**src/rtl/model_io_shell.sv**
```systemverilog
`timescale 1ns/1ps
`default_nettype none
// ============================================================================
//  Module      : model_io_shell
//  Description : Host-side I/O shell around a streaming inference model.
//                The host loads an input vector word by word and commits it.
//                The shell streams the vector to the model over valid/ready,
//                collects the model's output stream into a result buffer and
//                flags completion. The host then reads the result back word
//                by word, with the read pointer wrapping.
//  Revision    : 1.0 - initial release
// ============================================================================
module model_io_shell #(
    parameter int W         = 8,
    parameter int IN_WORDS  = 8,
    parameter int OUT_WORDS = 8
) (
    input  logic         clk_100mhz,
    input  logic         sys_rst,
    // host side
    input  logic         wr_in,
    input  logic [W-1:0] in_data,
    input  logic         in_data_ready,
    input  logic         rd_out,
    output logic [W-1:0] out_data,
    output logic         ml_inf_valid,
    output logic         busy,
    output logic [2:0]   err,
    // model input stream
    output logic [W-1:0] m_in_data,
    output logic         m_in_valid,
    output logic         m_in_last,
    input  logic         m_in_ready,
    // model output stream
    input  logic [W-1:0] m_out_data,
    input  logic         m_out_valid,
    input  logic         m_out_last,
    output logic         m_out_ready
);

    // Pointers can hold the full count N; array indices only need log2(N).
    localparam int c_ipw = $clog2(IN_WORDS + 1);
    localparam int c_opw = $clog2(OUT_WORDS + 1);
    localparam int c_iaw = (IN_WORDS  > 1) ? $clog2(IN_WORDS)  : 1;
    localparam int c_oaw = (OUT_WORDS > 1) ? $clog2(OUT_WORDS) : 1;

    localparam logic [c_ipw-1:0] c_in_full  = c_ipw'(IN_WORDS);
    localparam logic [c_ipw-1:0] c_in_last  = c_ipw'(IN_WORDS - 1);
    localparam logic [c_ipw-1:0] c_in_one   = c_ipw'(1);
    localparam logic [c_opw-1:0] c_out_last = c_opw'(OUT_WORDS - 1);
    localparam logic [c_opw-1:0] c_out_one  = c_opw'(1);

    localparam logic [1:0] c_st_load    = 2'd0;
    localparam logic [1:0] c_st_feed    = 2'd1;
    localparam logic [1:0] c_st_collect = 2'd2;
    localparam logic [1:0] c_st_done    = 2'd3;

    logic [1:0]       r_state;
    logic [1:0]       w_state_nxt;
    logic [c_ipw-1:0] r_wr_ptr;
    logic [c_ipw-1:0] w_wr_ptr_nxt;
    logic [c_ipw-1:0] w_wr_after;
    logic [c_ipw-1:0] r_feed_ptr;
    logic [c_ipw-1:0] w_feed_ptr_nxt;
    logic [c_opw-1:0] r_col_ptr;
    logic [c_opw-1:0] w_col_ptr_nxt;
    logic [c_opw-1:0] r_rd_ptr;
    logic [c_opw-1:0] w_rd_ptr_nxt;
    logic             r_ml_inf_valid;
    logic             w_ml_inf_valid_nxt;
    logic [2:0]       r_err;
    logic [2:0]       w_err_nxt;

    logic [W-1:0]     r_in_buf  [0:IN_WORDS-1];
    logic [W-1:0]     r_out_buf [0:OUT_WORDS-1];

    logic             w_in_we;
    logic [c_iaw-1:0] w_in_widx;
    logic             w_out_we;

    logic [c_iaw-1:0] w_feed_idx;
    logic [c_oaw-1:0] w_col_idx;
    logic [c_oaw-1:0] w_rd_idx;

    assign w_feed_idx = r_feed_ptr[c_iaw-1:0];
    assign w_col_idx  = r_col_ptr[c_oaw-1:0];
    assign w_rd_idx   = r_rd_ptr[c_oaw-1:0];

    // Next-state, pointer, flag and buffer-write-enable logic.
    always_comb begin
        w_state_nxt        = r_state;
        w_wr_ptr_nxt       = r_wr_ptr;
        w_wr_after         = r_wr_ptr;
        w_feed_ptr_nxt     = r_feed_ptr;
        w_col_ptr_nxt      = r_col_ptr;
        w_rd_ptr_nxt       = r_rd_ptr;
        w_ml_inf_valid_nxt = r_ml_inf_valid;
        w_err_nxt          = r_err;
        w_in_we            = 1'b0;
        w_in_widx          = r_wr_ptr[c_iaw-1:0];
        w_out_we           = 1'b0;

        case (r_state)
            c_st_load: begin
                // A same-cycle write lands first; commit sees the bumped pointer.
                if (wr_in) begin
                    if (r_wr_ptr < c_in_full) begin
                        w_in_we    = 1'b1;
                        w_wr_after = r_wr_ptr + c_in_one;
                    end else begin
                        w_err_nxt[0] = 1'b1;
                    end
                end
                w_wr_ptr_nxt = w_wr_after;
                if (in_data_ready) begin
                    if (w_wr_after == c_in_full) begin
                        w_state_nxt    = c_st_feed;
                        w_wr_ptr_nxt   = '0;
                        w_feed_ptr_nxt = '0;
                    end else begin
                        w_err_nxt[1] = 1'b1;
                    end
                end
            end

            c_st_feed: begin
                if (m_in_ready) begin
                    if (r_feed_ptr == c_in_last) begin
                        w_state_nxt    = c_st_collect;
                        w_feed_ptr_nxt = '0;
                        w_col_ptr_nxt  = '0;
                    end else begin
                        w_feed_ptr_nxt = r_feed_ptr + c_in_one;
                    end
                end
            end

            c_st_collect: begin
                if (m_out_valid) begin
                    w_out_we = 1'b1;
                    // Completion goes by word count; last is only cross-checked.
                    if (r_col_ptr == c_out_last) begin
                        w_state_nxt        = c_st_done;
                        w_ml_inf_valid_nxt = 1'b1;
                        w_rd_ptr_nxt       = '0;
                        w_col_ptr_nxt      = '0;
                        if (!m_out_last) begin
                            w_err_nxt[2] = 1'b1;
                        end
                    end else begin
                        w_col_ptr_nxt = r_col_ptr + c_out_one;
                        if (m_out_last) begin
                            w_err_nxt[2] = 1'b1;
                        end
                    end
                end
            end

            default: begin
                if (rd_out) begin
                    w_rd_ptr_nxt = (r_rd_ptr == c_out_last) ? '0 : r_rd_ptr + c_out_one;
                end
                if (wr_in) begin
                    // A new write starts a fresh load at word 0.
                    w_state_nxt        = c_st_load;
                    w_ml_inf_valid_nxt = 1'b0;
                    w_in_we            = 1'b1;
                    w_in_widx          = '0;
                    w_wr_ptr_nxt       = c_in_one;
                    if (in_data_ready) begin
                        if (c_in_one == c_in_full) begin
                            w_state_nxt    = c_st_feed;
                            w_wr_ptr_nxt   = '0;
                            w_feed_ptr_nxt = '0;
                        end else begin
                            w_err_nxt[1] = 1'b1;
                        end
                    end
                end else if (in_data_ready) begin
                    // Input buffer is still intact: re-run the same vector.
                    w_state_nxt        = c_st_feed;
                    w_ml_inf_valid_nxt = 1'b0;
                    w_feed_ptr_nxt     = '0;
                end
            end
        endcase
    end

    // Control state register with asynchronous reset.
    always_ff @(posedge clk_100mhz or posedge sys_rst) begin
        if (sys_rst) begin
            r_state        <= c_st_load;
            r_wr_ptr       <= '0;
            r_feed_ptr     <= '0;
            r_col_ptr      <= '0;
            r_rd_ptr       <= '0;
            r_ml_inf_valid <= 1'b0;
            r_err          <= '0;
        end else begin
            r_state        <= w_state_nxt;
            r_wr_ptr       <= w_wr_ptr_nxt;
            r_feed_ptr     <= w_feed_ptr_nxt;
            r_col_ptr      <= w_col_ptr_nxt;
            r_rd_ptr       <= w_rd_ptr_nxt;
            r_ml_inf_valid <= w_ml_inf_valid_nxt;
            r_err          <= w_err_nxt;
        end
    end

    // Input vector buffer, written by the host.
    always_ff @(posedge clk_100mhz or posedge sys_rst) begin
        if (sys_rst) begin
            for (int i = 0; i < IN_WORDS; i++) begin
                r_in_buf[i] <= '0;
            end
        end else if (w_in_we) begin
            r_in_buf[w_in_widx] <= in_data;
        end
    end

    // Result buffer, written by accepted model output beats.
    always_ff @(posedge clk_100mhz or posedge sys_rst) begin
        if (sys_rst) begin
            for (int i = 0; i < OUT_WORDS; i++) begin
                r_out_buf[i] <= '0;
            end
        end else if (w_out_we) begin
            r_out_buf[w_col_idx] <= m_out_data;
        end
    end

    assign m_in_valid   = (r_state == c_st_feed);
    assign m_in_data    = r_in_buf[w_feed_idx];
    assign m_in_last    = m_in_valid && (r_feed_ptr == c_in_last);
    assign m_out_ready  = (r_state == c_st_collect);
    assign busy         = m_in_valid | m_out_ready;
    assign out_data     = r_out_buf[w_rd_idx];
    assign ml_inf_valid = r_ml_inf_valid;
    assign err          = r_err;

endmodule
`default_nettype wire

```
**config.mk**
```make
export PLATFORM = sky130hd
export DESIGN_NAME = model_io_shell
export DESIGN_NICKNAME = d
export VERILOG_FILES = /design/src/rtl/model_io_shell.sv
export SDC_FILE = /design/constraint.sdc
export NUM_CORES = 1
export LEC_CHECK = 0
export ABC_AREA = 1
export CAP_MARGIN = 10
export CORE_MARGIN = 1
export CORE_UTILIZATION = 64
export CTS_CLUSTER_SIZE = 24
export DETAILED_ROUTE_END_ITERATION = 7
export PLACE_DENSITY = 0.9
export SKIP_LAST_GASP = 1
export SLEW_MARGIN = 20
export SYNTH_ARGS = -nofsm -noshare
export SYNTH_HDL_FRONTEND = slang
export SYNTH_SLANG_ARGS = --single-unit
```
**constraint.sdc**
```tcl
create_clock -name clk_100mhz -period 12.2 [get_ports clk_100mhz]
set_input_delay 3.05 -clock clk_100mhz [delete_from_list [all_inputs] [get_ports clk_100mhz]]
set_output_delay 3.05 -clock clk_100mhz [all_outputs]
set_load 0.03 [all_outputs]
```
==> run metrics <==
vias per inst just under 6; number of H-tree levels 4; Setup Buffers After CTS 0; Avg Cell Area, Syn slightly above 8 µm²; TritonCTS clock tree yes; Seq/Total Area, Yosys 0.528; post-synth top area share 0.528; drt total wl 17200 µm; Core Region between 0.01 and 0.015 mm²; clk_skew 0.00659 ns; Die W 107 µm; Synth Area in Compound Gates 0.187; HP Class reg2reg; root buf cell clkbuf_8; Seq cells post-synth 150; sink of the worst hold path err[1]; status finished, final reports clean; post-layout min period around 6.2 ns; combinational family with the most area after synthesis simple AND/OR/NAND/NOR gates; Seq. cell area about 0.0038 mm²; Primary FF master, synth dfrtp_1; final setup vio count 0; hold violation count in the final report 0; synth cell count leaders nand2_1, o21ai_0, dfrtp_1, nor2_1, inv_1; post-synthesis net count roughly 900; reg2reg path depth 7; Crit. End Element output port; Worst-Skew Late Latency around 0.53 ns; post-DP HPWL 10500 µm; Layout Cell Area excl Fill 0.00812 mm²; post-synthesis mux area share 0; Worst R2R Setup Slack roughly 10 ns; DR pass1 iterations 6; Worst Min Path Start err[1]; Setup TNS 0 ns; Final period util 0.510; Rel. slew slack 0.433; Slew @ Worst Pin roughly 0.85 ns; Worst IR Drop VDD ~190 µV; CP Max Fanout 36; initial core utilization 0.655; Sink Count 150; clock-pin slew on the worst setup and hold paths roughly 0.060 ns; dpl cell area 0.00757 mm²; hold path depth 2; CP Class reg2out; share of cells above drive strength 1 0.0507; Mapped Cells 867; full die area between 0.01 and 0.015 mm²; multi-input logic area between 0.002 and 0.003 mm²; reg2reg end r_rd_ptr[0]; nets between 900 and 1000; synthesized area between 0.007 and 0.008 mm²; RePlAce Congestion 0.840; async set or reset register ratio after synthesis 1.00; Antenna diodes 0; xor and xnor area share after synthesis 0.00493; number of routed nets with antenna violations 0; fmax about 160 MHz; DR vias 6250; yosys warns 0; Detailed Route Iter0 Violations roughly 600; CTS Buf Count 17; critical path arrival between 3 and 4 ns; Unique masters post-synth 31; PostCTS Resize Cnt 0; Max Slew Vio Count 0; Post-route DRC 0; Leak approximately 3.7 nW; PD cells between 200 and 300 mW/mm²; unrepaired setup endpoints after global routing false; Post-Synth Simple-Gate Area 0.212; total I/O pin count 48; vias in the first global route around 6000; Post-synth EDFFs 0; Rows 38; # fillers 748; post-synthesis adder-cell area fraction 0.0141; Chip Height 107 µm; global-route wire length before repair roughly 29000 µm; Design Power approximately 0.0022 W; Worst setup SP type register; area leader, netlist dfrtp_1; initial antenna violation count 0; Total Routing Usage GR 0.325; max-cap violation count 0; largest net degree at the start of global routing 87; Worst EP required slightly above 9 ns; Synth-to-Final Area Change 14.3%; top cells by area, synth dfrtp_1, o21ai_0, nand2_1; count leader, synth nand2_1; Clock Path Buffers 2; total grt overflow 0; routed len/inst 16.4 µm; cts hold-fix bufs 0; I/O Buffers 47; critical register-to-register path startpoint r_state[0]
## per-layer routing
metal | part of all wire | track usage | up-vias
met5 | 0 | 0 | -
met4 | 0.022 | 0.151 | 0
met3 | 0.081 | 0.0751 | 43
met2 | 0.51 | 0.553 | 322
met1 | 0.39 | 0.394 | 2950
li1 | - | - | 2935
## cell type report
class	instances	share of cell area
flip-flops and latches	150	0.462
multi-input cells	630	0.366
repair buffers	50	0.0612
clock buffers	23	0.0575
inverters	46	0.0219
well taps	140	0.0216
clock inverters	8	0.00925
## worst max-delay path by stage
| stage | cells past startpoint | start | to | slack, ns |
|---|---|---|---|---|
| 2_1_floorplan | 1 | sys_rst | err[0] | 5.11 |
| 3_3_place_gp | 5 | r_feed_ptr[1] | m_in_data[0] | 6.67 |
| 3_5_place_dp | 7 | r_rd_ptr[0] | out_data[0] | 6.63 |
| 4_1_cts | 7 | r_rd_ptr[0] | out_data[2] | 6.02 |
| 5_1_grt | 7 | r_rd_ptr[0] | out_data[0] | 5.78 |
| 6_report | 7 | r_rd_ptr[0] | out_data[0] | 5.97 |
## worst max-delay path, cell delays in order, from the launching register on
cell and delay (ns):
dfrtp_1 0.35, buf_4 0.24, inv_1 0.67, o21ai_0 0.19, o22ai_1 0.17, nor2_1 0.08
a31oi_1 0.22, clkdlybuf4s50_1 0.71
## kinds of logic (layout without fill, tap and decap cells)
group	Yosys count	in the layout
adder cells (fa/ha/maj)	8	8
buffers and inverters	87	127
flip-flops	150	150
AO/OA/AOI/OAI	253	253
AND/OR/NAND/NOR	365	365
XOR/XNOR	4	4
## sequential cells by signal, summed over array words and instances, names as in the netlist
register	flops
r_out_buf	64
err	3
r_in_buf	64
r_feed_ptr	4
ml_inf_valid	1
r_state	2
r_rd_ptr	4
r_col_ptr	4
r_wr_ptr	4
## per-stage QoR
| step | setup slack, ns | utilization | std cells | hold slack, ns |
|---|---|---|---|---|
| 2_1_floorplan | 5.11 | - | 867 | 0.448 |
| 3_3_place_gp | 6.67 | 0.698 | 1016 | 0.451 |
| 3_5_place_dp | 6.63 | 0.698 | 1016 | 0.455 |
| 4_1_cts | 6.02 | 0.748 | 1047 | 0.471 |
| 5_1_grt | 5.78 | 0.749 | 1047 | 0.490 |
| 6_report | 5.97 | 0.749 | 1047 | 0.465 |
## power by group
part           internal [W]  switching, W  leakage, nW
registers          0.000674      0.000125         1.99
logic              0.000323      0.000562         1.49
clock network      0.000285      0.000198        0.268
total               0.00128      0.000885         3.75
## cells in the final DEF, fill, tap and decap left out, types with 2 or more instances in the layout
cell type,netlist,layout
ha_1,8,8
a31oi_1,16,16
xor2_1,2,2
o21ai_1,33,33
nand2_1,184,184
o21ai_0,170,170
clkdlybuf4s50_1,0,47
nor2_1,150,149
a21oi_1,13,13
nand3_4,3,3
inv_1,44,43
o22ai_1,16,16
nor3_1,3,3
dfrtp_1,150,150
buf_4,3,2
clkbuf_8,0,4
xnor2_1,2,2
clkinv_4,0,2
nand4_4,3,3
nand2_2,2,2
clkbuf_16,0,16
clkbuf_1,30,3
clkinv_2,0,4
nand3_1,17,17
(Power assumes the default switching activity.)
==> RTL edit 1 (config.mk and constraints unchanged) <==
Change the parameter `W` from 8 to 6.
--- a/src/rtl/model_io_shell.sv
+++ b/src/rtl/model_io_shell.sv
@@ -12,5 +12,5 @@
 // ============================================================================
 module model_io_shell #(
-    parameter int W         = 8,
+    parameter int W         = 6,
     parameter int IN_WORDS  = 8,
     parameter int OUT_WORDS = 8
Ports: changed (resized in_data, m_in_data, m_out_data and out_data); port bits go from 48 to 40. No check against the original RTL was run, so the function may have changed too.
==> RTL edit 1 against the unedited design <==
Non-clock buffer count decreased by 10; maximum frequency decreased by 1.5%; worst setup slack got worse by 0.097 ns; sequential share of layout area decreased by 2.2 points; sequential cell count decreased by 32; wire length decreased by 16%; first-iteration DRC count decreased by 16%; power decreased by 14%; synthesized area decreased by 19%; final area decreased by 17%; clock power increased by 2%; register-to-register slack got worse by 0.07 ns; largest power group unchanged.
==> RTL edit 1: results (changes against the unedited design) <==
- Status: finished, final reports clean (unchanged)
- Buffers on Ports: 39 (was 47)
- Share of layout cells above drive strength 1: 8.86% (was 5.07%)
- DP Area: 6110 um2 (was 7570 um2)
- Crit Reg-Reg Endpoint: r_in_buf[47]$_DFFE_PP0P_ (was r_rd_ptr[0]$_DFFE_PP0P_)
- Max Root-Sink Buffers: 2 (unchanged)
- Library cells used by synthesis: 34 (was 31)
- Post-synthesis adder-cell area fraction: 1.73% (was 1.41%)
- WHS Path Cells: 1 (was 2)
- Sequential area share after synthesis: 51.1% (was 52.8%)
- HPWL after DPL: 8780 um (was 10,500 um)
- Max-Slew Margin vs Limit: 27.4% (was 43.3%)
- Synth top cells by count: 152 x nand2_1, 118 x dfrtp_1, 113 x nor2_1, 107 x o21ai_0, 41 x inv_1 (was 184 x nand2_1, 170 x o21ai_0, 150 x dfrtp_1, 150 x nor2_1, 44 x inv_1)
- Reg2Reg Setup Slack: 9.89 ns (was 9.96 ns)
- Syn Area/Cell: 8.16 um2 (was 8.19 um2)
- Net Sw Power: 0.769 mW (was 0.885 mW)
- Syn nets: 736 (was 899)
- Crit path DAT: 3.27 ns (was 3.18 ns)
- Clk_skew: 0.00684 ns (was 0.00659 ns)
- DR WL/cell: 17.0 um (was 16.4 um)
- Peak VDD IR: 0.180 mV (was 0.187 mV)
- DP Worst Slack: 6.56 ns (was 6.63 ns)
- Clk slew on worst S/H paths: 0.06 ns (about the same)
- CP Max Fanout: 29 (was 36)
- Largest registers: r_in_buf (48), r_out_buf (48) (was r_in_buf (64), r_out_buf (64))
- HP Class: reg -> reg (unchanged)
- Largest net degree at the start of global routing: 62 (was 87)
- Fillers: 551 (was 748)
- Post-synthesis xor/xnor area fraction: 0.606% (was 0.493%)
- # diodes: 0 (unchanged)
- Post-synthesis compound-gate area fraction: 18.6% (was 18.7%)
- Placed cells: 821 (was 1,016)
- Synth area leaders: dfrtp_1 51%, nand2_1 9.9%, o21ai_0 9.3% (was dfrtp_1 53%, o21ai_0 12%, nand2_1 9.7%)
- Final non-filler cell total: 853 (was 1,047)
- GPL Wtd Cong: 0.932 (was 0.840)
- Htree depth: 4 (unchanged)
- Leak pwr: 3.10 nW (was 3.75 nW)
- Final net count: 760 (was 927)
- Routed vias: 5,233 (was 6,250)
- Vias in the first global route: 5,143 (was 6,160)
- Drt initial violations: 491 (was 585)
- DR pass1 iterations: 5 (was 6)
- Worst hold start: err[0]$_DFFE_PP0P_ (was err[1]$_DFFE_PP0P_)
- First-pass GRT wire length: 24,400 um (was 28,800 um)
-- RTL edit 1: per-stage QoR --
step	hold WS (ns)	util (%)
2_1_floorplan	0.448	-
3_3_place_gp	0.445	70.1
3_5_place_dp	0.461	70.1
4_1_cts	0.474	76.8
5_1_grt	0.483	76.8
6_report	0.474	76.8
-- RTL edit 1: logic make-up (layout without fill, tap and decap cells) --
family                     count (synthesis)  after routing
DFF                                      118            118
AOI/OAI and AO/OA                        197            197
and+or+nand+nor                          302            302
buffers and inverters                     79            116
adders and majority gates                  8              8
xor gates and xnor gates                   4              4
-- RTL edit 1: worst max-delay path by stage --
stage / startpoint / slack (ns) / cells after the start / to
6_report: r_feed_ptr[0]$_DFFE_PP0P_ / 5.88 / 6 / m_in_data[1]
5_1_grt: r_feed_ptr[0]$_DFFE_PP0P_ / 5.68 / 6 / m_in_data[2]
4_1_cts: r_feed_ptr[0]$_DFFE_PP0P_ / 5.91 / 6 / m_in_data[2]
3_5_place_dp: r_feed_ptr[0]$_DFFE_PP0P_ / 6.56 / 6 / m_in_data[2]
3_3_place_gp: r_rd_ptr[0]$_DFFE_PP0P_ / 6.70 / 6 / out_data[4]
2_1_floorplan: sys_rst / 6.02 / 1 / err[0]$_DFFE_PP0P_
-- RTL edit 1: worst max-delay path: stages, from the launching register on --
cell,delay [ns]
dfrtp_1,0.95
inv_1,0.57
o21ai_0,0.33
o22ai_1,0.10
nor2_1,0.09
a31oi_1,0.06
clkdlybuf4s50_1,0.62
-- RTL edit 1: per-layer routing --
| layer | wire [um] | global-route usage, % | part of all wire (%) |
|---|---|---|---|
| met3 | 1280 | 8.82 | 8.9 |
| met1 | 5860 | 43.0 | 41 |
| met4 | 339 | 15.2 | 2.3 |
| met5 | 0 | 0 | 0 |
| met2 | 6980 | 51.2 | 48 |
-- RTL edit 1: layout make-up --
| type | count | area, um2 | area share [%] |
|---|---|---|---|
| Inverter | 44 | 173 | 2.58 |
| Clock buffer | 19 | 442 | 6.59 |
| Sequential cell | 118 | 2950 | 44.1 |
| Timing Repair Buffer | 40 | 398 | 5.94 |
| Clock inverter | 13 | 148 | 2.20 |
| Tap cell | 108 | 135 | 2.02 |
| Multi-Input combinational cell | 511 | 2450 | 36.6 |
-- RTL edit 1: power by group through the flow --
stage	registers [mW]	logic [mW]	clock network (mW)
global route	0.665	0.804	0.512
finish	0.649	0.730	0.494
CTS	0.644	0.722	0.494
detailed placement	0.641	0.708	0
global placement	0.635	0.677	0
floorplan	0.602	0.540	0
==> RTL edit 2 (config.mk and constraints unchanged) <==
Without the edit above. Put one more register stage on the output `err`, with the module's reset. The value now appears one clock later. The other outputs are not delayed to match.
--- a/src/rtl/model_io_shell.sv
+++ b/src/rtl/model_io_shell.sv
@@ -237,5 +237,11 @@
     assign out_data     = r_out_buf[w_rd_idx];
     assign ml_inf_valid = r_ml_inf_valid;
-    assign err          = r_err;
+    always_ff @(posedge clk_100mhz or posedge sys_rst) begin
+        if (sys_rst) begin
+            err <= '0;
+        end else begin
+            err <= r_err;
+        end
+    end
 
 endmodule
Behaviour: not the same (Yosys sat finds a counterexample within 4 cycles, from zero or initial values and one cycle with sys_rst high).
==> RTL edit 2 against the unedited design <==
Synthesized area is 0.41% lower; worst setup slack worse by 0.046 ns; power is 0.94% lower; final area is 0.43% higher; first-iteration DRC count is 2.2% lower; sequential cell count is 3 higher; wire length is 0.10% higher; cell count is 0.38% higher; critical path type unchanged.
==> RTL edit 2: results (changes against the unedited design) <==
- Crit path DAT: 3.22 ns (was 3.18 ns)
- CP Max Fanout: 37 (was 36)
- Syn nets: 902 (was 899)
- Post-CTS setup buffers: 0 (unchanged)
- Share of layout cells above drive strength 1: 5.27% (was 5.07%)
- Leak pwr: 3.80 nW (was 3.75 nW)
- Clk slew on worst S/H paths: 0.06 ns (about the same)
- WHS Path Cells: 0 (was 2)
- Top FF cell, synth: dfrtp_1 (unchanged)
- Final net count: 930 (was 927)
- Drt initial violations: 572 (was 585)
- DR WL/cell: 16.4 um (about the same)
- Post-CTS resize count: 0 (unchanged)
- Max-cap violations: 0 (unchanged)
- Sequential area share after synthesis: 54.1% (was 52.8%)
- Max Root-Sink Buffers: 2 (unchanged)
- Peak VDD IR: 0.209 mV (was 0.187 mV)
- R2r worst-path depth: 6 (was 7)
- Clk_skew: 0.00679 ns (was 0.00659 ns)
- Status: finished, final reports clean (unchanged)
- Synth area leaders: dfrtp_1 54%, o21ai_0 13%, nand2_1 9.9% (was dfrtp_1 53%, o21ai_0 12%, nand2_1 9.7%)
- Library cells used by synthesis: 27 (was 31)
- Cts bufs inserted: 17 (unchanged)
- Worst-margin pin slew: 1.01 ns (was 0.850 ns)
- Crit path launch: r_feed_ptr[0]$_DFFE_PP0P_ (was r_rd_ptr[0]$_DFFE_PP0P_)
- DRC: 0 (unchanged)
- Vias in the first global route: 6,001 (was 6,160)
- Synth async-reset ratio: 100% (unchanged)
- Synthesis Warnings: 0 (unchanged)
- Initial antenna violation count: 0 (unchanged)
- Htree depth: 4 (unchanged)
- HPWL after DPL: 10,600 um (was 10,500 um)
- HP Class: reg -> reg (unchanged)
- Clk Latency, worst-skew pair: 0.54 ns
- # diodes: 0 (unchanged)
- Worst r2r src: r_state[0]$_DFFE_PP0P_ (unchanged)
- Root Driver: clkbuf_8 (unchanged)
- Buffers on Ports: 47 (unchanged)
- Worst hold start: r_err[2]$_DFFE_PP0P_ (was err[1]$_DFFE_PP0P_)
- Internal power: 1.30 mW (was 1.28 mW)
- Synth top cells by count: 187 x nand2_1, 177 x o21ai_0, 153 x dfrtp_1, 148 x nor2_1, 46 x inv_1 (was 184 x nand2_1, 170 x o21ai_0, 150 x dfrtp_1, 150 x nor2_1, 44 x inv_1)
- DR pass1 iterations: 5 (was 6)
- Largest net degree at the start of global routing: 86 (was 87)
- DP Area: 7560 um2 (was 7570 um2)
- GPL Wtd Cong: 0.821 (was 0.840)
- Largest registers: r_in_buf (64), r_out_buf (64) (unchanged)
- Vias/cell: 5.90 (was 5.97)
- Overall routing resource usage: 32.3% (was 32.5%)
- First-pass GRT wire length: 28,400 um (was 28,800 um)
## RTL edit 2: cell types whose count changed after synthesis, moves of 3 or more
cell     unedited run  this run
nand4_4             3         0
nand2_1           184       187
dfrtp_1           150       153
nand3_4             3         0
buf_2               3         7
o21ai_0           170       177
o21ai_1            33        26
## RTL edit 2: stage by stage
step                      power, mW  instances  hold slack (ns)  util, %  setup slack [ns]
after floorplan                1.36        870            0.348        -              5.03
after global placement         1.57       1019            0.368     70.0              6.64
after detailed placement       1.60       1019            0.364     70.0              6.57
after CTS                      2.14       1051            0.381     75.5              5.95
after global routing           2.28       1051            0.396     75.5              5.75
final                          2.15       1051            0.374     75.5              5.93
## RTL edit 2: path summary, 6_finish.rpt
kind | end | slack, ns
max | m_in_data[0] | 5.93
min | err[2]$_DFF_PP0_ | 0.37
max reg2reg | r_out_buf[62]$_DFFE_PP0P_ | 9.91
min reg2reg | err[2]$_DFF_PP0_ | 0.37
max in group asynchronous | r_col_ptr[3]$_DFFE_PP0P_ | 8.11
min in group asynchronous | r_in_buf[5]$_DFFE_PP0P_ | 2.97
## RTL edit 2: kinds of logic after synthesis
logic type | synth area share, %
xor+xnor | 0.495
buf+inv | 5.16
simple gates | 20.3
compound gates | 18.5
fa+ha+maj | 1.41
flops | 54.1
## RTL edit 2: worst max-delay path, stage by stage (launching register included)
cell and delay, ns:
dfrtp_1 0.37, buf_4 0.24, inv_1 0.65, o21ai_0 0.18
o22ai_1 0.15, nor2_1 0.06, a31oi_1 0.27, clkdlybuf4s50_1 0.73
## RTL edit 2: per-layer routing
layer | global-route usage [%] | part of all wire [%] | routed length (um) | vias to the layer above
met3 | 6.75 | 6.9 | 1190 | 50
met5 | 0 | 0 | 0 | -
li1 | - | - | - | 2930
met1 | 41.8 | 41 | 7090 | 2949
met2 | 51.3 | 49 | 8440 | 271
met4 | 17.4 | 2.9 | 504 | 0
## RTL edit 2: final cells by class
type	count	area, um2
clock buffers	21	469
flip-flops and latches	153	3830
inverters	47	181
clock inverters	11	119
multi-input cells	629	2880
fillers	728	2640
repair buffers	50	497
well taps	140	175
## RTL edit 2: power by group through the flow
stage | Combinational [mW] | Clock [mW] | Sequential (mW)
6_report | 0.832 | 0.519 | 0.796
4_1_cts | 0.826 | 0.524 | 0.792
3_3_place_gp | 0.784 | 0 | 0.790
5_1_grt | 0.921 | 0.546 | 0.813
2_1_floorplan | 0.591 | 0 | 0.765
3_5_place_dp | 0.811 | 0 | 0.793
